<file path="config.mk">
export PLATFORM = sky130hd
export DESIGN_NAME = imm_rot_encoder
export DESIGN_NICKNAME = d
export VERILOG_FILES = /design/src/rtl/imm_rot_pkg.sv /design/src/rtl/rol_even32.sv /design/src/rtl/imm_rot_encoder.sv
export SDC_FILE = /design/constraint.sdc
export NUM_CORES = 1
export LEC_CHECK = 0
export ABC_AREA = 1
export ABC_CLOCK_PERIOD_IN_PS = 5840
export BUFFER_PORTS_ARGS = -buffer_cell sky130_fd_sc_hd__buf_2
export CAP_MARGIN = 20
export CORE_ASPECT_RATIO = 0.8
export CORE_MARGIN = 5
export CORE_UTILIZATION = 30
export CTS_CLUSTER_SIZE = 25
export DETAILED_ROUTE_END_ITERATION = 8
export GPL_ROUTABILITY_DRIVEN = 0
export HOLD_SLACK_MARGIN = 0.08
export PLACE_DENSITY = 0.47
export SLEW_MARGIN = 15
export SYNTH_ARGS = -nofsm -noshare
export SYNTH_HDL_FRONTEND = slang
export SYNTH_HIERARCHICAL = 1
export SYNTH_SLANG_ARGS = --single-unit
export TNS_END_PERCENT = 50
</file>
<file path="constraint.sdc">
create_clock -name clk -period 5.84 [get_ports clk]
set_input_delay 0.584 -clock clk [delete_from_list [all_inputs] [get_ports clk]]
set_output_delay 0.584 -clock clk [all_outputs]
set_load 0.05 [all_outputs]
</file>
<file path="src/rtl/imm_rot_pkg.sv">
// Shared widths, FSM state encoding and the imm8 fit test for the rotated-immediate encoder.
package imm_rot_pkg;

  localparam int unsigned ROT_W   = 4;
  localparam int unsigned IMM8_W  = 8;
  localparam int unsigned IMM12_W = 12;

  typedef enum logic [1:0] {
    IDLE,
    SEARCH,
    DONE
  } state_t;

  // A rotated candidate is encodable when everything above imm8 is zero.
  function automatic logic check_fit(input logic [31:0] cand);
    return (cand[31:IMM8_W] == '0);
  endfunction

endpackage

</file>
<file path="src/rtl/rol_even32.sv">
// Combinational rotate-left of a 32-bit word by an even amount (2*i_rot).
module rol_even32
  import imm_rot_pkg::*;
(
  input  logic [31:0]      i_word,
  input  logic [ROT_W-1:0] i_rot,
  output logic [31:0]      o_word
);

  always_comb begin
    o_word = i_word;
    case (i_rot)
      4'd0:  o_word = i_word;
      4'd1:  o_word = {i_word[29:0], i_word[31:30]};
      4'd2:  o_word = {i_word[27:0], i_word[31:28]};
      4'd3:  o_word = {i_word[25:0], i_word[31:26]};
      4'd4:  o_word = {i_word[23:0], i_word[31:24]};
      4'd5:  o_word = {i_word[21:0], i_word[31:22]};
      4'd6:  o_word = {i_word[19:0], i_word[31:20]};
      4'd7:  o_word = {i_word[17:0], i_word[31:18]};
      4'd8:  o_word = {i_word[15:0], i_word[31:16]};
      4'd9:  o_word = {i_word[13:0], i_word[31:14]};
      4'd10: o_word = {i_word[11:0], i_word[31:12]};
      4'd11: o_word = {i_word[9:0],  i_word[31:10]};
      4'd12: o_word = {i_word[7:0],  i_word[31:8]};
      4'd13: o_word = {i_word[5:0],  i_word[31:6]};
      4'd14: o_word = {i_word[3:0],  i_word[31:4]};
      4'd15: o_word = {i_word[1:0],  i_word[31:2]};
    endcase
  end

endmodule

</file>
<file path="src/rtl/imm_rot_encoder.sv">
// Iterative encoder of a 32-bit constant into the ARM {rotate_imm, imm8} field, one rotation per clock.
// Optional IMM_ROT_INVERT_EN also searches ~value (MVN/BIC form) in the same cycle.
module imm_rot_encoder
  import imm_rot_pkg::*;
#(
  parameter int unsigned MAX_ROT = 16
) (
  input  logic               clk,
  input  logic               reset,
  input  logic               start,
  input  logic [31:0]        value,
  output logic               busy,
  output logic               done,
  output logic               found,
  output logic [IMM12_W-1:0] imm12,
  output logic               sh_carry,
  output logic               inverted
);

  state_t             r_state, w_state_nxt;
  logic [ROT_W-1:0]   r_rot, w_rot_nxt;
  logic [31:0]        r_val, w_val_nxt;
  logic               r_busy, w_busy_nxt;
  logic               r_done, w_done_nxt;
  logic               r_found, w_found_nxt;
  logic [IMM12_W-1:0] r_imm12, w_imm12_nxt;
  logic               r_sh_carry, w_sh_carry_nxt;
  logic [31:0]        w_cand;

  rol_even32 u_rol (
    .i_word (r_val),
    .i_rot  (r_rot),
    .o_word (w_cand)
  );

`ifdef IMM_ROT_INVERT_EN
  logic        r_inverted, w_inverted_nxt;
  logic [31:0] w_cand_inv;

  rol_even32 u_rol_inv (
    .i_word (~r_val),
    .i_rot  (r_rot),
    .o_word (w_cand_inv)
  );
`endif

  // Next-state and next-output logic; results hold outside accept/finish.
  always_comb begin
    w_state_nxt    = r_state;
    w_rot_nxt      = r_rot;
    w_val_nxt      = r_val;
    w_busy_nxt     = r_busy;
    w_done_nxt     = 1'b0;
    w_found_nxt    = r_found;
    w_imm12_nxt    = r_imm12;
    w_sh_carry_nxt = r_sh_carry;
`ifdef IMM_ROT_INVERT_EN
    w_inverted_nxt = r_inverted;
`endif
    case (r_state)
      IDLE: begin
        if (start) begin
          w_state_nxt    = SEARCH;
          w_val_nxt      = value;
          w_rot_nxt      = '0;
          w_busy_nxt     = 1'b1;
          w_found_nxt    = 1'b0;
          w_imm12_nxt    = '0;
          w_sh_carry_nxt = 1'b0;
`ifdef IMM_ROT_INVERT_EN
          w_inverted_nxt = 1'b0;
`endif
        end
      end
      SEARCH: begin
        if (check_fit(w_cand)) begin
          w_state_nxt    = DONE;
          w_busy_nxt     = 1'b0;
          w_done_nxt     = 1'b1;
          w_found_nxt    = 1'b1;
          w_imm12_nxt    = {r_rot, w_cand[IMM8_W-1:0]};
          w_sh_carry_nxt = r_val[31];
`ifdef IMM_ROT_INVERT_EN
        end else if (check_fit(w_cand_inv)) begin
          w_state_nxt    = DONE;
          w_busy_nxt     = 1'b0;
          w_done_nxt     = 1'b1;
          w_found_nxt    = 1'b1;
          w_imm12_nxt    = {r_rot, w_cand_inv[IMM8_W-1:0]};
          w_sh_carry_nxt = ~r_val[31];
          w_inverted_nxt = 1'b1;
`endif
        end else if (r_rot == ROT_W'(MAX_ROT - 1)) begin
          w_state_nxt = DONE;
          w_busy_nxt  = 1'b0;
          w_done_nxt  = 1'b1;
        end else begin
          w_rot_nxt = r_rot + ROT_W'(1);
        end
      end
      DONE: begin
        w_state_nxt = IDLE;
      end
      default: begin
        w_state_nxt = IDLE;
      end
    endcase
  end

  always_ff @(posedge clk) begin
    if (reset) begin
      r_state    <= IDLE;
      r_rot      <= '0;
      r_val      <= '0;
      r_busy     <= 1'b0;
      r_done     <= 1'b0;
      r_found    <= 1'b0;
      r_imm12    <= '0;
      r_sh_carry <= 1'b0;
    end else begin
      r_state    <= w_state_nxt;
      r_rot      <= w_rot_nxt;
      r_val      <= w_val_nxt;
      r_busy     <= w_busy_nxt;
      r_done     <= w_done_nxt;
      r_found    <= w_found_nxt;
      r_imm12    <= w_imm12_nxt;
      r_sh_carry <= w_sh_carry_nxt;
    end
  end

`ifdef IMM_ROT_INVERT_EN
  always_ff @(posedge clk) begin
    if (reset) begin
      r_inverted <= 1'b0;
    end else begin
      r_inverted <= w_inverted_nxt;
    end
  end

  assign inverted = r_inverted;
`else
  assign inverted = 1'b0;
`endif

  assign busy     = r_busy;
  assign done     = r_done;
  assign found    = r_found;
  assign imm12    = r_imm12;
  assign sh_carry = r_sh_carry;

endmodule

</file>
# After elaboration in Yosys (flattened, before gate mapping)
# Cells that the tools add are included.
[op_classes] n_addsub=1 reduce_logical=10 order_cmp=0 n_eq_ne=21 div=0 bitwise_logic=1 n_mul=0 shifts=0 n_mux=23
[ops] operator="32-bit one-hot mux with 16 select lines" n=1
[ops] operator="4-bit == test, second input constant" n=8
[ops] operator="24-bit logical NOT" n=1
[ops] operator="12-bit two-way mux" n=2
[ops] operator="12-bit one-hot mux with 2 select lines" n=1
[ops] operator="4-bit by 3-bit == test with 1-bit output, second input constant" n=4
[ops] operator="4-bit two-way mux" n=3
[ops] operator="4-bit by 2-bit == test with 1-bit output, second input constant" n=2
[ops] operator="1-bit two-way mux" n=8
[ops] operator="2-bit != test, second input constant" n=4
[ops] operator="4-bit one-hot mux with 2 select lines" n=1
[ops] operator="2-bit two-way mux" n=3
[ops] operator="1-bit one-hot mux with 2 select lines" n=3
[ops] operator="3-bit AND reduction" n=2
[ops] operator="4-bit by 1-bit adder with 4-bit output, second input constant" n=1
[ops] operator="4-bit by 1-bit == test with 1-bit output, second input constant" n=1
[ops] operator="4-bit logical NOT" n=1
[ops] operator="2-bit one-hot mux with 2 select lines" n=1
[ops] operator="2-bit AND reduction" n=2
[ops] operator="4-bit AND reduction" n=1
[ops] operator="3-bit != test, second input constant" n=1
[ops] operator="2-bit by 1-bit == test with 1-bit output, second input constant" n=1
[ops] operator="2-bit logical NOT" n=1
[ops] operator="2-bit nonzero test" n=1
[ops] operator="2 further kinds" n=2
[totals] latchBits=0 out_inout_bits=17 romBits=0 inputBits=35 mem_count=0 register_bits=54 wordCells=64 ram_bits=0

# Longest topological paths before layout
# Gate-level depths: netlist of the first run.
[depth] depth_word=5 ltp_mapped=18 ltp_nobuf=16

# Cells and area by module
# The synthesis of the first run kept the hierarchy.
[modules_own_cells] module="rol_even32" cells_per_inst=1199 area_each_um2=5079.9 n_inst=1 seq_area_each_um2=0.0
[modules_own_cells] module="imm_rot_encoder" cells_per_inst=280 area_each_um2=2105.8 n_inst=1 seq_area_each_um2=1081.0

# Least setup slack after synthesis of the first run
# Ideal clock, no wire load.
[synth_timing] path_type="register to register" from="register r_rot[3]" to="register r_imm12[2] (netlist: imm12[2])" synth_period_minus_slack_ns=2.240 required_time_ns=5.706 n_path_buf=3 path_stages_with_launch=17 slack_ns=3.600 setup_time_ns=0.134 t_arrival_ns=2.106 cell_sequence="dfxtp_1 nor2_1 buf_2 buf_2 nand3_1 nand2_1 inv_1 nand2_1 nor2_1 nand3_1 nor2_1 nand2_1 nor2_2 nand4_2 buf_2 nand3_1 a21oi_1"
[synth_between] elab_chain_cells=5
[synth_lines] element="from (decl)" line="imm_rot_encoder.sv:21" rtl="logic [ROT_W-1:0] r_rot, w_rot_nxt;"
[synth_lines] element="from (signal assigned)" line="imm_rot_encoder.sv:122" rtl="r_rot <= w_rot_nxt;"
[synth_lines] element="4-bit == test, or another cell as far along" line="rol_even32.sv:12" rtl="case (i_rot)"
[synth_lines] element="32-bit one-hot mux with 16 select lines *" line="rol_even32.sv:12"
[synth_lines] element="named net w_cand[23]" line="imm_rot_encoder.sv:28" rtl="logic [31:0] w_cand;"
[synth_lines] element="24-bit logical NOT *" line="imm_rot_pkg.sv:16" rtl="return (cand[31:IMM8_W] == '0);"
[synth_lines] element="2-bit != test (no line) *"
[synth_lines] element="3-bit AND reduction (no line) *"
[synth_lines] element="to (signal assigned)" line="imm_rot_encoder.sv:127" rtl="r_imm12 <= w_imm12_nxt;"
[synth_lines] element="to (decl)" line="imm_rot_encoder.sv:26" rtl="logic [IMM12_W-1:0] r_imm12, w_imm12_nxt;"
# The timed path passes the listed nets; every way through them passes the cells marked *. The select of a mux whose other input is x is not followed.
# A chain may end at the register's enable or synchronous reset.

# Final worst setup path of the first run
[layout_timing] from="register r_rot[3]" to="register r_rot[3]"
[layout_between] elab_chain_cells=5
[layout_lines] element="4-bit == test, or another cell as far along" line="rol_even32.sv:12"
[layout_lines] element="32-bit one-hot mux with 16 select lines *" line="rol_even32.sv:12"
[layout_lines] element="named net w_cand[18]" line="imm_rot_encoder.sv:28"
[layout_lines] element="24-bit logical NOT *" line="imm_rot_pkg.sv:16"
[layout_lines] element="2-bit != test (no line) *"
[layout_lines] element="4-bit AND reduction (no line) *"
# Marked as above.

==> results by group, run 1 <==
Run status
  – Status: completed

Cells and area
  – Design area: 0.00748 mm2
  – Nets: 1417
  – Layout cells sized above 1: 6.73%
  – Area growth from synthesis to layout: 4.09%
  – Ant. Diodes: 0
  – Register area: 0.00108 mm2
  – Fillers: 2760
  – Multi-input logic area: 0.00504 mm2

Synthesis
  – Gate Count Post-Synth: 1479
  – Share of the synthesized area in the top cell type: 31.2%
  – Count leader, synth: nand3_1
  – Area leader, netlist: nand3_1
  – Post-synth top cells: nand3_1, nand2_1, nor2_1
  – Synth area leaders: nand3_1, nand2_1, dfxtp_1
  – Post-synthesis sequential area ratio: 15.0%
  – Mapped Area: 0.00719 mm2
  – Synth Register Bits: 54
  – Net Count, Synth: 1515
  – Unique masters post-synth: 25
  – EDFF count, synth: 0
  – Post-synth top flop: dfxtp_1
  – Synth warn: 6
  – Synthesized area per cell: 4.86 um2
  – Ys async rst share: 0%

Setup path
  – R2R cell count: 16
  – Number of cells on the critical path: 16
  – WP buf/inv: 3
  – Worst flop-to-flop path endpoint: r_rot[3]
  – WP data required: 6040 ps
  – CP Cell Sequence: inv_1 > nor2_4 > buf_4 > nand3_1 > nand2_1 > inv_1 > nand2_1 > nor2_1 > nand3_1 > nor2_1 > nand2_1 > nor2_2 > nand4_2 > nand3_1 > nor2_1 > nor2_1
  – Setup crit start: r_rot[3]
  – Crit path capture: r_rot[3]
  – Slowest stage delay, CP: 720 ps
  – Crit. End Element: register
  – Crit-path max FO: 71
  – Slowest CP cell: buf_4
  – CP arrival: 3820 ps
  – Crit-path most repeated cell: nor2_1
  – Worst reg2reg path startpoint: r_rot[3]
  – CP top delay family: simple AND/OR/NAND/NOR gates
  – CP Class: register to register
  – Startpoint Class: register
  – Reg2Reg Setup Slack: 2210 ps

Timing
  – Final setup TNS: 0 ps
  – Final Cycle Share: 62.1%
  – Clock Skew: 9.27 ps
  – Worst-Margin Slew: 1030 ps
  – Fmax: 276 MHz
  – Max_slew headroom: 31.0%
  – Slew Viols, Final: 0
  – Setup violations, final: 0
  – Final Critical Period: 3630 ps
  – RSZ-0062 raised after global routing: no
  – Hold Fails Final Rpt: 0

Pwr
  – Comb power frac: 27.5%
  – Int Pwr: 0.000652 W
  – Clock power frac: 28.0%
  – Reg power frac: 44.5%
  – Psw: 0.000521 W
  – VDD IR max: 0.123 mV
  – Sw Ratio: 44.4%
  – Pleak: 3.86 nW
  – Power density over the cells: 157 mW/mm2

GRT
  – Global route overflow: 0
  – Largest net degree at the start of global routing: 72
  – First-pass GRT wire length: 45300 um
  – All-layer global routing usage: 20.1%
  – Initial antenna violation count: 0
  – Vias in the first global route: 8085

Worst hold path
  – Worst hold path class: register to register

Drt
  – Drt pass-1 iters: 5
  – ANT nets after route: 0
  – Post-DR vias/cell: 5.41
  – DR WL/cell: 16.8 um
  – DR DRC count: 0
  – DRT Wirelength: 28400 um
  – Initial DRC Count: 1376
  – Vias: 9160

Floorplan
  – Core area: 0.0235 mm2
  – # IOs: 52
  – Die X-Extent: 183 um
  – Area of the die: 0.0272 mm2
  – Die Ht: 148 um
  – Row cnt: 50
  – Initial Utilization: 30.5%

CTS
  – H-tree levels: 2
  – Clock-pin slew on the worst setup and hold paths: 80 ps
  – Hold-fix buffers at CTS: 0
  – Number of clock sinks: 54
  – CTS-repair resized insts: 0
  – Post-CTS Setup Inserts: 0
  – CTS Root Cell: clkbuf_16
  – Worst skew pair latency: 300 ps
  – Clk buf depth: 2
  – Total CTS buffers: 5
  – CTS tree: built

Place
  – Post-DP Area: 0.00732 mm2
  – DP Wirelength: 17200 um
  – # port buffers: 50

Job
  – Max-cap violations: 0
-- sequential cells by signal (all words and copies together) (netlist names) --
register / count
done: 1
sh_carry: 1
found: 1
busy: 1
imm12: 12
r_state: 2
r_rot: 4
r_val: 32
-- power by group through the flow --
| stage | clock network (W) | registers (W) | logic, W |
|---|---|---|---|
| after floorplan | 0 | 0.000411 | 0.000303 |
| after global placement | 0 | 0.000528 | 0.000319 |
| after detailed placement | 0 | 0.000526 | 0.000317 |
| after CTS | 0.000334 | 0.000518 | 0.000318 |
| after global routing | 0.000352 | 0.000527 | 0.000358 |
| final | 0.000328 | 0.000522 | 0.000323 |
-- worst min path at each step --
stage,end,slack [ps],from,depth (start not counted)
floorplan,r_val[10],450,r_val[10],2
global placement,busy,450,busy,2
detailed placement,busy,460,busy,2
CTS,busy,470,busy,2
global route,imm12[8],500,imm12[8],2
finish,busy,460,busy,2
-- layer usage --
layer	part of all wire (%)	GRT usage (%)	up-vias	routed length, um
li1	-	-	4474	-
met3	9.5	2.81	29	2690
met5	0	0	-	0
met1	46	30.4	4215	13100
met2	43	30.6	442	12200
met4	1.4	3.61	0	388
-- placed cells by master (no fill, tap or decap) --
cell | synthesis | layout
a21oi_1 | 15 | 15
a21oi_2 | 1 | 1
a31oi_1 | 1 | 1
buf_12 | 0 | 2
buf_2 | 44 | 50
buf_4 | 3 | 13
clkbuf_16 | 0 | 5
clkbuf_8 | 0 | 1
clkinvlp_4 | 0 | 1
conb_1 | 1 | 1
dfxtp_1 | 54 | 54
ha_1 | 1 | 1
inv_1 | 111 | 111
inv_2 | 2 | 2
inv_6 | 0 | 1
nand2_1 | 437 | 437
nand3_1 | 448 | 448
nand3_2 | 1 | 1
nand3b_1 | 1 | 1
nand4_1 | 1 | 1
nand4_2 | 1 | 1
nor2_1 | 194 | 185
nor2_2 | 4 | 4
nor2_4 | 1 | 10
nor3_1 | 2 | 1
nor3_2 | 0 | 1
o21ai_0 | 32 | 32
xor2_1 | 1 | 1
-- tightest hold or removal path: cells and delay by family, from the launching register on --
family           cells  cell delay (ps)
AO/OA/AOI/OAI        1               50
flip-flops           1              310
AND/OR/NAND/NOR      1               60
-- logic make-up (layout without fill, tap and decap cells) --
kind of cell	after synthesis	count (layout)	share of synthesized area, %
AND/OR/NAND/NOR	1090	1090	65.3
buffers and inverters	283	186	15.8
flip-flops	54	54	15.0
AO/OA/AOI/OAI	49	49	3.48
adder cells (fa/ha/maj)	1	1	0.174
other	1	1	0.0522
XOR/XNOR	1	1	0.122
-- area by class of cell --
type	count	area share (%)
multi-input cells	1142	67.4
flip-flops and latches	54	14.5
inverters	113	5.67
well taps	312	5.22
repair buffers	65	5.19
clock buffers	6	1.86
clock inverters	2	0.217
-- per-stage QoR --
step | std cells | util, % | power, W | hold WS (ps) | setup slack, ps
after global routing | 1694 | 31.8 | 0.00124 | 499 | 1840
after CTS | 1694 | 31.8 | 0.00117 | 469 | 2230
after detailed placement | 1686 | 31.1 | 0.000844 | 458 | 2240
final | 1694 | 31.8 | 0.00117 | 464 | 2210
after floorplan | 1479 | - | 0.000715 | 453 | 3600
after global placement | 1686 | 31.1 | 0.000846 | 450 | 2240
Power figures use the tool's default switching activity.
==> run 2, diff against run 1 <==
Settings changed: ABC_AREA 1 to 0, ABC_CLOCK_PERIOD_IN_PS 5840 to 3050, PLACE_DENSITY 0.47 to 0.49.
Clock period 5.84 ns to 3.05 ns, I/O delays scaled along.
==> run 2 against run 1 <==
Die area fell by 4.5%. Wire length grew 34%. Sequential share of layout area fell by 2.9 points. Clock skew hardly changed. Design area grew 27%. Sequential power rose by 55%. Clock-buffer cell count unchanged. Synthesized cell count shrank 30%. Critical path depth fell by 3. Utilization grew 11 points. Highest routed layer is now met5. The run now ends with setup timing left. Register-to-register slack got worse by 2400 ps. Combinational power rose to 3.2 times the previous value.
==> results by group, run 2 <==
GRT
  – All-layer global routing usage: 27.8%
  – Vias in the first global route: 9034
  – Initial antenna violation count: 2
  – Largest net degree at the start of global routing: 31
  – Global route overflow: 0
  – First-pass GRT wire length: 56100 um

CTS
  – Hold-fix buffers at CTS: 0
  – Clk buf depth: 2
  – Number of clock sinks: 54
  – Worst skew pair latency: 300 ps
  – Clock-pin slew on the worst setup and hold paths: 70 ps
  – Total CTS buffers: 5
  – H-tree levels: 2
  – CTS Root Cell: clkbuf_16
  – CTS tree: built

Timing
  – Clock Skew: 9.22 ps
  – Fin Hold WS: 232 ps
  – RSZ-0062 raised after global routing: yes
  – Fmax: 305 MHz
  – Max_slew headroom: 48.0%
  – Setup violations, final: 22
  – Final Critical Period: 3280 ps
  – Final Cycle Share: 107%
  – Worst-Margin Slew: 776 ps
  – Slew Viols, Final: 0
  – Hold Fails Final Rpt: 0
  – Setup ws final: -225 ps

Cells and area
  – Most frequent cells in the layout: buf_4, nand2_1, a21oi_1
  – Number of flip-flops under the largest register name: 32
  – Design area: 0.00953 mm2
  – Layout cells sized above 1: 32.7%
  – Nets: 1262
  – Leading cell type in the layout, fill and taps excluded: buf_4
  – Area growth from synthesis to layout: 39.3%
  – Largest Register: r_val

Pwr
  – Psw: 0.000942 W
  – Pleak: 3.66 nW
  – Comb power frac: 41.0%
  – Clock power frac: 26.9%
  – Reg power frac: 32.1%
  – VDD IR max: 0.347 mV
  – Sw Ratio: 37.3%
  – Power density over the cells: 265 mW/mm2
  – Int Pwr: 0.00158 W
  – Pwr Total: 0.00252 W

Floorplan
  – Core area: 0.0224 mm2
  – Initial Utilization: 30.5%
  – Row cnt: 49
  – Area of the die: 0.0259 mm2
  – Die X-Extent: 179 um
  – Die Ht: 145 um
  – # IOs: 52

Run status
  – Status: complete, but fails checks
  – Failing checks: setup timing

Synthesis
  – Post-synth top cells: nand2_1, a21oi_1, o21ai_0
  – Gate Count Post-Synth: 1038
  – Mapped Area: 0.00684 mm2
  – Post-synth top flop: dfxtp_1
  – EDFF count, synth: 0
  – Synth area leaders: dfxtp_1, nand2_1, a21oi_1
  – Post-synthesis sequential area ratio: 15.8%
  – Area leader, netlist: dfxtp_1
  – Unique masters post-synth: 78
  – Ys async rst share: 0%
  – Share of the synthesized area in the top cell type: 15.8%
  – Synth Register Bits: 54
  – Synthesized area per cell: 6.59 um2
  – Synth warn: 6
  – Net Count, Synth: 1074
  – Count leader, synth: nand2_1

Job
  – Max-cap violations: 0

Worst hold path
  – Worst hold path class: primary input to register

Place
  – Post-DP Area: 0.00879 mm2
  – DP Wirelength: 27800 um
  – # port buffers: 50

Drt
  – DR WL/cell: 24.8 um
  – ANT nets after route: 0
  – DR DRC count: 0
  – Initial DRC Count: 2003
  – DRT Wirelength: 38000 um
  – Drt pass-1 iters: 7
  – Vias: 9837
  – Post-DR vias/cell: 6.41

Setup path
  – CP arrival: 3460 ps
  – Slowest stage delay, CP: 510 ps
  – Startpoint Class: register
  – Crit-path most repeated cell: buf_4
  – Crit. End Element: register
  – WP buf/inv: 3
  – CP top delay family: simple AND/OR/NAND/NOR gates
  – WP data required: 3240 ps
  – Slowest CP cell: or4_4
  – CP Cell Sequence: buf_12 > buf_4 > and2_4 > a22oi_2 > buf_4 > mux2i_1 > a21oi_2 > a31oi_4 > or4_4 > nor4_4 > and3_4 > o21ai_4 > mux2_4
  – CP Class: register to register
  – Crit-path max FO: 5
run 2: cell count changes after synthesis, sizes merged, moves of 37 or more:
cell and change:
a21oi +104, a22oi +37, clkbuf -40, inv -102, nand2 -265, nand3 -401
nor2 -142
run 2: path summary, 6_finish.rpt:
kind	slack (ps)	depth (start not counted)	start	endpoint
worst max-delay path	-230	13	r_rot[1]	r_rot[1]
worst max register to register	-230	13	r_rot[1]	r_rot[1]
worst min-delay path	230	3	value[13]	r_val[13]
worst min register to register	460	2	imm12[11]	imm12[11]
run 2: worst reg2reg max path: stages, from the launching register on:
cell and delay (ps):
dfxtp_4 360, buf_12 140, buf_4 140, and2_4 180, a22oi_2 250, buf_4 170, mux2i_1 80, a21oi_2 190
a31oi_4 130, or4_4 510, nor4_4 360, and3_4 270, o21ai_4 70, mux2_4 310
run 2: per-layer routing:
metal / up-vias / wire length (um) / global-route usage [%] / share of wire, %
met3: 199 / 6380 / 12.4 / 17
met5: - / 15 / 0 / 0.039
met1: 4519 / 15200 / 39.2 / 40
met2: 883 / 14300 / 36.1 / 38
met4: 2 / 2100 / 11.7 / 5.5
li1: 4234 / - / - / -
run 2: cell type report:
class                      count  area (um2)
multi-input combinational    837        5220
tap                          306         383
inverter                      12        52.6
antenna                        2        5.00
fill                        2402       12900
timing repair buffer         316        2590
sequential                    54        1100
clock inverter                 2        38.8
clock buffer                   6         139
run 2: power groups by stage:
stage	clock [W]	sequential [W]	combinational, W
global placement	0	0.000825	0.000880
floorplan	0	0.000778	0.000502
detailed placement	0	0.000823	0.000876
global route	0.000719	0.000810	0.00107
CTS	0.000698	0.000801	0.000939
finish	0.000678	0.000811	0.00103
run 2: repair_timing:
action	CTS	global route
pin swaps	3	16
gates cloned	1	0
resized for setup	46	41
endpoints found under the setup margin	22	22
endpoints found under the hold margin	0	0
buffers inserted	17	6
run 2: cell families after synthesis:
group	Yosys count	synth area share (%)
buffers and inverters	148	11.1
AOI/OAI and AO/OA	409	40.0
adders and majority gates	1	0.183
other	1	0.0548
and+or+nand+nor	401	28.9
DFF	54	15.8
muxes	24	3.93
run 2: per-stage QoR:
stage / utilization (%) / setup TNS, ps / std cells / worst slack (ps)
floorplan: - / 0 / 1038 / 25.2
finish: 42.5 / -3330 / 1535 / -225
global placement: 39.2 / -5590 / 1501 / -308
CTS: 41.4 / -1380 / 1527 / -158
detailed placement: 39.2 / -4820 / 1501 / -286
global route: 42.5 / -4750 / 1535 / -283
==> run 3, diff against run 2 <==
Settings changed: CORE_MARGIN 5 to unset.
==> run 3 against run 2 <==
The flow still finishes with violations (setup timing). Clock power rose by 3%. Clock skew decreased by 0.78 ps. Hold slack got worse by 15 ps. Global-route usage increased by 4.2 points. Wire length hardly changed. Die area shrank 9.7%.
==> results by group, run 3 (synthesized netlist as in run 2, its figures left out) <==
Run status
  – Status: complete, but fails checks
  – Failing checks: setup timing

Drt
  – Post-DR vias/cell: 6.45
  – Initial DRC Count: 2183
  – ANT nets after route: 0
  – DR DRC count: 0
  – DR WL/cell: 25.1 um
  – Drt pass-1 iters: 8
  – Vias: 9777
  – DRT Wirelength: 38000 um

Pwr
  – Comb power frac: 39.7%
  – Int Pwr: 0.00155 W
  – Clock power frac: 27.6%
  – Pleak: 3.68 nW
  – Reg power frac: 32.7%
  – Psw: 0.000963 W
  – VDD IR max: 0.284 mV
  – Sw Ratio: 38.3%
  – Power density over the cells: 262 mW/mm2

Timing
  – Slew Viols, Final: 0
  – Clock Skew: 8.43 ps
  – Max_slew headroom: 41.0%
  – Final Cycle Share: 106%
  – Final Critical Period: 3240 ps
  – RSZ-0062 raised after global routing: yes
  – Setup violations, final: 22
  – Fmax: 309 MHz
  – Worst-Margin Slew: 882 ps
  – Final setup TNS: -3210 ps
  – Setup ws final: -189 ps
  – Hold Fails Final Rpt: 0
  – Fin Hold WS: 217 ps

Cells and area
  – Design area: 0.00960 mm2
  – Nets: 1245
  – Layout cells sized above 1: 33.2%
  – Fillers: 2377
  – Area growth from synthesis to layout: 40.3%
  – Fin cells: 1516
  – Largest Register: r_val
  – Leading cell type in the layout, fill and taps excluded: buf_4
  – Number of flip-flops under the largest register name: 32
  – Ant. Diodes: 0
  – Most frequent cells in the layout: buf_4, nand2_1, a21oi_1
  – Core Util, Final: 42.8%

CTS
  – Number of clock sinks: 54
  – Total CTS buffers: 5
  – Clock-pin slew on the worst setup and hold paths: 80 ps
  – H-tree levels: 2
  – CTS Root Cell: clkbuf_16
  – Worst skew pair latency: 320 ps
  – Clk buf depth: 2
  – CTS tree: built

GRT
  – First-pass GRT wire length: 55700 um
  – Vias in the first global route: 8948
  – Initial antenna violation count: 0
  – Largest net degree at the start of global routing: 46
  – Global route overflow: 0
  – All-layer global routing usage: 32.0%

Place
  – DP Cell Count: 1477
  – # port buffers: 50
  – Post-DP Area: 0.00863 mm2
  – DP Wirelength: 27500 um

Floorplan
  – Die X-Extent: 171 um
  – Die Ht: 137 um
  – Row cnt: 49
  – Area of the die: 0.0234 mm2
  – Core area: 0.0224 mm2
  – # IOs: 52
  – Initial Utilization: 30.5%

Setup path
  – Startpoint Class: register
  – CP Class: register to register
  – CP Cell Sequence: buf_12 > buf_8 > nor2b_4 > buf_4 > a32oi_1 > mux2i_1 > a21oi_2 > a31oi_4 > or4_4 > nor4_4 > and3_4 > o21ai_2 > mux2_4
  – Slowest stage delay, CP: 520 ps
  – Crit-path max FO: 10
  – Crit. End Element: register
  – WP data required: 3260 ps
  – CP arrival: 3450 ps
  – Slowest CP cell: or4_4

Job
  – Max-cap violations: 0

Worst hold path
  – Worst hold path class: primary input to register
## run 3: changes by cell type in the layout (fill, tap and decap cells not counted), moves of 3 or more
cell | before | now
a22oi_2 | 2 | 5
buf_4 | 226 | 207
a21oi_2 | 9 | 14
o21ai_2 | 0 | 4
nor2b_1 | 28 | 25
buf_8 | 3 | 6
o21ai_1 | 5 | 10
a22oi_1 | 35 | 32
bufbuf_16 | 0 | 3
and2_2 | 3 | 0
buf_6 | 16 | 11
a21oi_1 | 111 | 106
o21ai_0 | 60 | 52
## run 3: layout make-up
cell class                 count  area (um2)  share of cell area, %
clock buffer                   5         125                   1.30
clock inverter                 3        48.8                  0.509
inverter                      12        47.5                  0.496
multi-input combinational    836        5310                   55.4
sequential                    54        1100                   11.4
tap                          306         383                   3.99
timing repair buffer         300        2580                   26.9
## run 3: final timing paths
check | start | end | slack, ps | cells after the start
setup / recovery | r_rot[2] | r_rot[1] | -190 | 13
hold / removal | value[13] | r_val[13] | 220 | 3
setup reg to reg | r_rot[2] | r_rot[1] | -190 | 13
hold reg to reg | imm12[10] | imm12[10] | 460 | 2
## run 3: critical path, delay by kind of cell (launching register included)
family                 cells  cell delay (ps)
multiplexers               2              450
AND/OR/NAND/NOR            4             1240
AO/OA/AOI/OAI              4              620
flip-flops                 1              370
buffers and inverters      3              440
## run 3: metrics by stage
step	setup slack (ps)	power (W)
global placement	-259	0.00166
floorplan	25.2	0.00128
global route	-235	0.00258
CTS	-91.6	0.00241
finish	-189	0.00252
detailed placement	-288	0.00165
## run 3: power by group through the flow
stage                     Combinational [W]  Clock (W)  Sequential [W]
after floorplan                    0.000502          0        0.000778
after global placement             0.000827          0        0.000828
after detailed placement           0.000824          0        0.000826
after CTS                          0.000893   0.000706        0.000813
after global routing                0.00103   0.000727        0.000822
final                              0.000998   0.000695        0.000823
## run 3: per-layer routing
metal,part of all wire [%],wire [um],vias to the layer above,global-route usage (%)
met2,37,14100,940,42.1
li1,-,-,4193,-
met4,6.2,2350,2,14.8
met5,0.10,39,-,1.30
met3,17,6590,233,14.5
met1,39,15000,4409,43.4
## run 3: what timing repair did
item                                    CTS  global route
endpoints found under the hold margin     0             0
endpoints found under the setup margin   22            22
cloned                                    4             0
resized for setup                        51            64
pin swaps                                10            14
hold buffers                              0             0
buffers inserted                         12            15
